File: config.mk
export PLATFORM = sky130hd
export DESIGN_NAME = sfifo_sp_ctrl
export DESIGN_NICKNAME = d
export VERILOG_FILES = /design/src/rtl/sfifo_sp_ctrl.sv
export SDC_FILE = /design/constraint.sdc
export NUM_CORES = 1
export LEC_CHECK = 0
export ABC_AREA = 1
export CELL_PAD_IN_SITES_DETAIL_PLACEMENT = 1
export CELL_PAD_IN_SITES_GLOBAL_PLACEMENT = 1
export CORE_MARGIN = 3
export CORE_UTILIZATION = 38
export CTS_BUF_LIST = sky130_fd_sc_hd__clkbuf_8
export DETAILED_ROUTE_END_ITERATION = 10
export PLACE_DENSITY = 0.8
export SETUP_SLACK_MARGIN = 0.15
export SLEW_MARGIN = 40
export SYNTH_ARGS = -nofsm -noshare
export SYNTH_HDL_FRONTEND = slang
export SYNTH_SLANG_ARGS = --single-unit
File: constraint.sdc
create_clock -name i_clk -period 6.6 [get_ports i_clk]
set_input_delay 0.99 -clock i_clk [delete_from_list [all_inputs] [get_ports i_clk]]
set_output_delay 0.99 -clock i_clk [all_outputs]
set_load 0.005 [all_outputs]
File: src/rtl/sfifo_sp_ctrl.sv
// Pointer, flag and arbitration controller for a FIFO built on a single-port SRAM.
// Serialises SRAM traffic through a 1-entry write buffer and a 2-entry output prefetch buffer.
module sfifo_sp_ctrl #(
  parameter int unsigned BW     = 48,
  parameter int unsigned LGFLEN = 8
) (
  input  logic              i_clk,
  input  logic              i_reset_n,
  input  logic              i_wr,
  input  logic [BW-1:0]     i_data,
  output logic              o_full,
  output logic              o_ovf,
  output logic [LGFLEN+1:0] o_fill,
  output logic              o_valid,
  output logic [BW-1:0]     o_data,
  input  logic              i_ready,
  output logic              o_mem_wr,
  output logic [LGFLEN:0]   o_mem_wr_addr,
  output logic [BW-1:0]     o_mem_data,
  output logic              o_mem_rd,
  output logic [LGFLEN:0]   o_mem_rd_addr,
  input  logic [BW-1:0]     i_mem_data
);

  localparam int unsigned PW = LGFLEN + 1;
  localparam int unsigned FW = LGFLEN + 2;

  typedef enum logic {GntWr, GntRd} gnt_e;

  logic [PW-1:0] wr_ptr_q, wr_ptr_d, rd_ptr_q, rd_ptr_d;
  logic [BW-1:0] wbuf_q, wbuf_d;
  logic          wbuf_v_q, wbuf_v_d;
  logic [BW-1:0] obuf0_q, obuf0_d, obuf1_q, obuf1_d;
  logic [1:0]    ocnt_q, ocnt_d;
  logic          rd_inflt_q, rd_inflt_d;
  gnt_e          last_gnt_q, last_gnt_d;

  logic [PW-1:0] mem_cnt;
  logic [FW-1:0] fill;
  logic          wr_req, rd_req, wr_gnt, rd_gnt, accept, pop;

  always_comb begin
    mem_cnt = wr_ptr_q - rd_ptr_q;
    // mem_cnt never exceeds DEPTH, so its MSB alone flags a full SRAM.
    wr_req  = wbuf_v_q && !mem_cnt[LGFLEN];
    rd_req  = (mem_cnt != '0) && ((ocnt_q + {1'b0, rd_inflt_q}) < 2'd2);
    wr_gnt  = wr_req && (!rd_req || (last_gnt_q == GntRd));
    rd_gnt  = rd_req && !wr_gnt;
    accept  = i_wr && (!wbuf_v_q || wr_gnt);
    pop     = (ocnt_q != 2'd0) && i_ready;
    fill    = {1'b0, mem_cnt} + FW'(ocnt_q) + FW'(wbuf_v_q) + FW'(rd_inflt_q);
  end

  always_comb begin
    wr_ptr_d   = wr_ptr_q;
    rd_ptr_d   = rd_ptr_q;
    wbuf_d     = wbuf_q;
    wbuf_v_d   = wbuf_v_q;
    obuf0_d    = obuf0_q;
    obuf1_d    = obuf1_q;
    ocnt_d     = ocnt_q;
    rd_inflt_d = rd_gnt;
    last_gnt_d = last_gnt_q;

    if (wr_gnt) begin
      wr_ptr_d   = wr_ptr_q + PW'(1);
      last_gnt_d = GntWr;
    end
    if (rd_gnt) begin
      rd_ptr_d   = rd_ptr_q + PW'(1);
      last_gnt_d = GntRd;
    end

    if (accept) begin
      wbuf_d   = i_data;
      wbuf_v_d = 1'b1;
    end else if (wr_gnt) begin
      wbuf_v_d = 1'b0;
    end

    // A return never arrives with ocnt == 2: the read request reserves its slot.
    if (rd_inflt_q && pop) begin
      if (ocnt_q == 2'd2) begin
        obuf0_d = obuf1_q;
        obuf1_d = i_mem_data;
      end else begin
        obuf0_d = i_mem_data;
      end
    end else if (rd_inflt_q) begin
      if (ocnt_q == 2'd0) begin
        obuf0_d = i_mem_data;
      end else begin
        obuf1_d = i_mem_data;
      end
      ocnt_d = ocnt_q + 2'd1;
    end else if (pop) begin
      obuf0_d = obuf1_q;
      ocnt_d  = ocnt_q - 2'd1;
    end
  end

  always_ff @(posedge i_clk) begin
    if (!i_reset_n) begin
      wr_ptr_q   <= '0;
      rd_ptr_q   <= '0;
      wbuf_v_q   <= 1'b0;
      ocnt_q     <= 2'd0;
      rd_inflt_q <= 1'b0;
      last_gnt_q <= GntRd;
    end else begin
      wr_ptr_q   <= wr_ptr_d;
      rd_ptr_q   <= rd_ptr_d;
      wbuf_v_q   <= wbuf_v_d;
      ocnt_q     <= ocnt_d;
      rd_inflt_q <= rd_inflt_d;
      last_gnt_q <= last_gnt_d;
    end
  end

  // Data registers need no reset; their valid bits gate every use.
  always_ff @(posedge i_clk) begin
    wbuf_q  <= wbuf_d;
    obuf0_q <= obuf0_d;
    obuf1_q <= obuf1_d;
  end

  always_comb begin
    o_mem_wr      = i_reset_n && wr_gnt;
    o_mem_wr_addr = {1'b0, wr_ptr_q[LGFLEN-1:0]};
    o_mem_data    = wbuf_q;
    o_mem_rd      = i_reset_n && rd_gnt;
    o_mem_rd_addr = {1'b0, rd_ptr_q[LGFLEN-1:0]};
    o_full        = !i_reset_n || (wbuf_v_q && !wr_gnt);
    o_ovf         = i_reset_n && i_wr && wbuf_v_q && !wr_gnt;
    o_valid       = i_reset_n && (ocnt_q != 2'd0);
    o_data        = obuf0_q;
    o_fill        = i_reset_n ? fill : '0;
  end

endmodule

### Word-level counts from Yosys, hierarchy flattened

Cells that the tools add are included.

* add/subtract/negate cells: 9
* order comparisons: 1
* eq/ne operators: 4
* mux-type cells: 14
* bitwise operators: 2
* reductions and logical operators: 33

Operators by type and width (number)
* $mux W48: 9
* $add A10 B1 Y10: 2
* $add A9 B1 Y9 const B: 2
* $logic_and A1 B1 Y1: 14
* $add A9 B2 Y10: 1
* $mux W10: 1
* $reduce_bool A9 Y1: 1
* $sub A9 B9 Y9: 1
* $reduce_bool A2 Y1: 4
* $logic_not A1 Y1: 5
* $mux W2: 2
* $reduce_and A2 Y1: 2
* $logic_or A1 B1 Y1: 3
* $ne A3 B1 Y1 const B: 1
* $reduce_and A3 Y1: 1
* $reduce_bool A3 Y1: 1
* $add A2 B1 Y2: 1
* $add A2 B1 Y2 const B: 1
* $eq A2 B2 Y1 const B: 1
* $logic_not A2 Y1: 1
* $lt A2 B2 Y1 const B: 1
* $mux W1: 2
* $ne A2 B1 Y1 const B: 1
* $ne A2 B2 Y1 const B: 1
* other kinds (3): 4

* register bits after elaboration: 167
* input port bits: 100
* output and inout port bits: 129

### Longest topological paths before layout

* depth after elaboration: 9
* gate-level depth with buffers: 17

### Worst setup path before layout

Ideal clock, no wire load.

* path type: input to register
* start point: input port i_ready
* end point: register obuf1_q[0], enable pin
* arrival time: 4.917 ns
* required time: 6.074 ns
* path slack: 1.157 ns
* stages: 5
* cells stage by stage: inv_1 nor2_1 ha_1 nor2_1 a211oi_1

* word-level cells in the longest chain between the ends: 4
* elaborated cells on any way between the ends: 6
* those cells by class: eq/ne: 2; reduce/logical: 4

Ends and longest elaborated chain
* start, declared: line 16 `input logic i_ready,`
* $logic_and A1 B1 Y1 (*): line 50 `pop = (ocnt_q != 2'd0) && i_ready;`
* $logic_and A1 B1 Y1 (*): line 82 `if (rd_inflt_q && pop) begin`
* $ne A2 B1 Y1 (no line), or another cell as far along
* $reduce_and A3 Y1 (no line) (*)
* end signal, assigned: line 124 `obuf1_q <= obuf1_d;`
* end, declared: line 33 `logic [BW-1:0] obuf0_q, obuf0_d, obuf1_q, obuf1_d;`

Mark *: on every way between the ends. The rest lies on a longest branch, timed or not.
A chain may end at the register's enable or synchronous reset.

### Final worst setup path

* start point: register wr_ptr_q[0]
* end point: output port o_fill[6]

* word-level cells in the longest chain between the ends: 5

Ends and longest elaborated chain
* start, declared: line 30 `logic [PW-1:0] wr_ptr_q, wr_ptr_d, rd_ptr_q, rd_ptr_d;`
* start signal, assigned: line 111 `wr_ptr_q <= wr_ptr_d;`
* $sub A9 B9 Y9: line 43 `mem_cnt = wr_ptr_q - rd_ptr_q;`
* $add A9 B2 Y10: line 51 `fill = {1'b0, mem_cnt} + FW'(ocnt_q) + FW'(wbuf_v_q) + FW'(rd_inflt_q);`
* $add A10 B1 Y10 (2 in series): line 51
* $mux W10: line 137 `o_fill = i_reset_n ? fill : '0;`
* end, declared: line 13 `output logic [LGFLEN+1:0] o_fill,`

No other way between the ends.

==> results by group <==
Timing
  • Worst Tran Pin Value: 0.6774 ns
  • Final setup TNS: 0 ns
  • Skew final: 0.01452 ns
  • Hold_ws: 0.5204 ns
  • Slew HR: 0.5484
  • Count of final hold-check violations: 0
  • Max Transition Viols Final: 0
  • Max Clock Freq: 212.0 MHz
  • Period utilization: 0.7146
  • Tmin final: 4.716 ns
  • RSZ-0062 raised after global routing: false
  • Setup-failing EPs final: 0

Logic synthesis
  • Synthesized area: 0.007089 mm2
  • Ranking of synthesized cells by area: edfxtp_1 61%, mux2_2 7.6%, dfxtp_1 6.5%
  • Primary FF master, synth: edfxtp_1
  • Post-synthesis async set-or-reset flop share: 0
  • Flops & latches, synth: 167
  • Synth Warn #: 0
  • Top-area cell type share of the netlist area: 0.6100
  • Sequential area share after synthesis: 0.6749
  • Synth cell types: 41
  • Leading area contributor after synthesis: edfxtp_1
  • Post-synth EDFFs: 144
  • Syn Inst Count: 519
  • Syn Area/Cell: 13.66 um2

Critical path
  • Critical Path End Type: output pin
  • Critical Path Slowest Stage Cell: clkdlybuf4s50_1
  • Worst path max stage delay: 0.52 ns
  • Critical Path RT: 5.61 ns
  • CP Max Fanout: 5
  • Critical path, cell by cell: inv_1 > ha_1 > inv_1 > fa_1 > ha_1 > fa_1 > nand2_1 > inv_1 > nor2_1 > nor2_1 > nand2_1 > nor2_1 > nand2_1 > nand2_1 > nor2_1 > clkdlybuf4s50_1
  • Critical Path Source Type: flip-flop
  • Critical path class: flip-flop to output pin
  • Worst endpoint data arrival time: 3.73 ns

Placed design
  • Hpwl dp: 14.64 mm
  • IO Port Bufs: 226
  • Placer Congestion: 0.8095
  • Cells after DPL: 950

Clock network
  • Total clock sinks: 167
  • CTS root buf: clkbuf_8
  • Setup repair bufs after CTS: 0
  • CTS tree: done
  • Clk Latency, worst-skew pair: 0.44 ns
  • Post_cts resized: 0
  • Total CTS buffers: 17
  • Clock-pin slew on the worst setup and hold paths: 0.10 ns
  • Hold_buf cts: 0
  • Maximum buffer depth of the clock tree: 2
  • H-tree levels: 4

Cells and area
  • Non-Filler Instances: 983
  • Footprint of the multi-input gates: 0.001971 mm2
  • Layout cells sized above 1: 0.1448
  • P&R area growth vs syn: 40.24%
  • Register area: 0.004785 mm2
  • Most common cell after layout, fill and taps aside: clkdlybuf4s50_1
  • Fillers: 1814
  • Most frequent cells in the layout: 226 x clkdlybuf4s50_1, 144 x edfxtp_1, 70 x nand2_1
  • Nets: 859

Power and ir drop
  • Leakage power: 3.648 nW
  • Reg power frac: 0.425
  • PwrDens: 383.8 mW/mm2
  • Net Sw Power: 1.206 mW
  • Sw frac: 0.3160
  • Logic pwr share: 0.370
  • Clock power frac: 0.205
  • Max VDD drop: 0.2293 mV
  • Int Pwr: 2.610 mW

Routing
  • ANT nets after route: 0
  • Drc violations: 0
  • Pre-antenna DRT Iters: 4
  • Via count: 4778
  • Drt first-iter violations: 236
  • Total Routed Length: 19.47 mm
  • WL per Instance: 19.81 um
  • DR vias/cell: 4.861

GRT
  • Total GRT Usage: 0.1871
  • Vias in the first global route: 5215
  • Largest net degree at the start of global routing: 49
  • First-pass GRT wire length: 29.19 mm
  • Gr ovfl total: 0
  • Antenna violations before repair: 0

Floorplanning
  • Die Span Y: 142.6 um
  • I/O pins: 229
  • Die width: 142.6 um
  • Std-Cell Rows: 49
  • Core Region: 0.01815 mm2
  • Die footprint: 0.02033 mm2
  • Starting Density: 0.3907

Hold path
  • Hold/Removal Path Class: flip-flop to flip-flop

Run status
  • Run status: complete, no violations

Run
  • Max-cap violations: 0
## cells by family (layout without fill, tap and decap cells)
| logic type | Yosys count | after routing | share of synthesized area |
|---|---|---|---|
| muxes | 48 | 48 | 0.07624 |
| DFF | 167 | 167 | 0.6749 |
| other | 1 | 3 | 0.0005290 |
| xor gates and xnor gates | 18 | 18 | 0.02224 |
| buffers and inverters | 75 | 308 | 0.05206 |
| adders and majority gates | 19 | 19 | 0.03671 |
| and+or+nand+nor | 145 | 145 | 0.09619 |
| AOI/OAI and AO/OA | 46 | 46 | 0.04113 |
## layer usage
layer | part of all wire | vias up | track usage
li1 | - | 2263 | -
met1 | 0.39 | 2338 | 0.2129
met2 | 0.54 | 159 | 0.3467
met3 | 0.052 | 18 | 0.04099
met4 | 0.015 | 0 | 0.06153
met5 | 0 | - | 0
## stage by stage
step / power [mW] / util / instance area [um2] / setup WS [ns]
global placement: 2.991 / 0.5241 / 9510 / 2.455
floorplan: 2.378 / - / 7093 / 1.157
CTS: 3.871 / 0.5477 / 9940 / 1.809
detailed placement: 3.079 / 0.5241 / 9510 / 2.344
finish: 3.816 / 0.5478 / 9942 / 1.884
global route: 4.037 / 0.5477 / 9940 / 1.517
## power groups by stage
| stage | logic [mW] | registers [mW] | clock network [mW] |
|---|---|---|---|
| global placement | 1.37 | 1.62 | 0 |
| detailed placement | 1.43 | 1.65 | 0 |
| CTS | 1.44 | 1.63 | 0.805 |
| floorplan | 0.710 | 1.67 | 0 |
| finish | 1.41 | 1.62 | 0.781 |
| global route | 1.54 | 1.65 | 0.845 |
## flip-flops by register name (all words and copies together), names as in the netlist
signal      flops
ocnt_q          2
wbuf_v_q        1
o_mem_data     48
last_gnt_q      1
rd_inflt_q      1
wr_ptr_q        9
o_data         48
obuf1_q        48
rd_ptr_q        9
## cells in the mapped netlist (2+ instances only)
| library cell | instances |
|---|---|
| edfxtp_1 | 144 |
| nand2_1 | 70 |
| mux2_2 | 48 |
| inv_1 | 41 |
| nor2_1 | 26 |
| a21oi_1 | 24 |
| dfxtp_1 | 23 |
| nand3_1 | 19 |
| buf_4 | 18 |
| ha_1 | 16 |
| xor2_1 | 15 |
| nor3_1 | 8 |
| o2111ai_1 | 7 |
| clkbuf_1 | 6 |
| nand2_2 | 6 |
| o21ai_0 | 5 |
| buf_2 | 4 |
| a21oi_2 | 3 |
| clkinv_1 | 3 |
| fa_1 | 3 |
| nand3_2 | 3 |
| xnor2_1 | 3 |
| buf_6 | 2 |
| nand3_4 | 2 |
| nand3b_1 | 2 |
| nor2_2 | 2 |
| nor4_1 | 2 |
## area by class of cell
cell class | count | area share
antenna | 1 | 0.0002517
clock buffer | 17 | 0.02353
clock inverter | 15 | 0.01963
inverter | 45 | 0.01699
multi-input combinational | 278 | 0.1982
sequential | 167 | 0.4812
tap | 229 | 0.02882
timing repair buffer | 231 | 0.2313
## critical path, delay by kind of cell, from the launching register on
kind | cells | cell delay (ns)
simple gates | 8 | 0.68
flops | 1 | 0.41
buf+inv | 4 | 0.75
fa+ha+maj | 4 | 1.42
## path summary, 6_finish.rpt
check                                                end  depth (start not counted)                      from  slack [ns]
worst max-delay path                           o_fill[6]                         16  wr_ptr_q[0]$_SDFFE_PN0P_        1.88
worst min-delay path            wr_ptr_q[8]$_SDFFE_PN0P_                          2  wr_ptr_q[8]$_SDFFE_PN0P_        0.52
worst max register to register   o_mem_data[5]$_DFFE_PP_                         13  wr_ptr_q[0]$_SDFFE_PN0P_        3.10
worst min register to register  wr_ptr_q[8]$_SDFFE_PN0P_                          2  wr_ptr_q[8]$_SDFFE_PN0P_        0.52
Note: power is estimated with default switching activity, not from simulation.
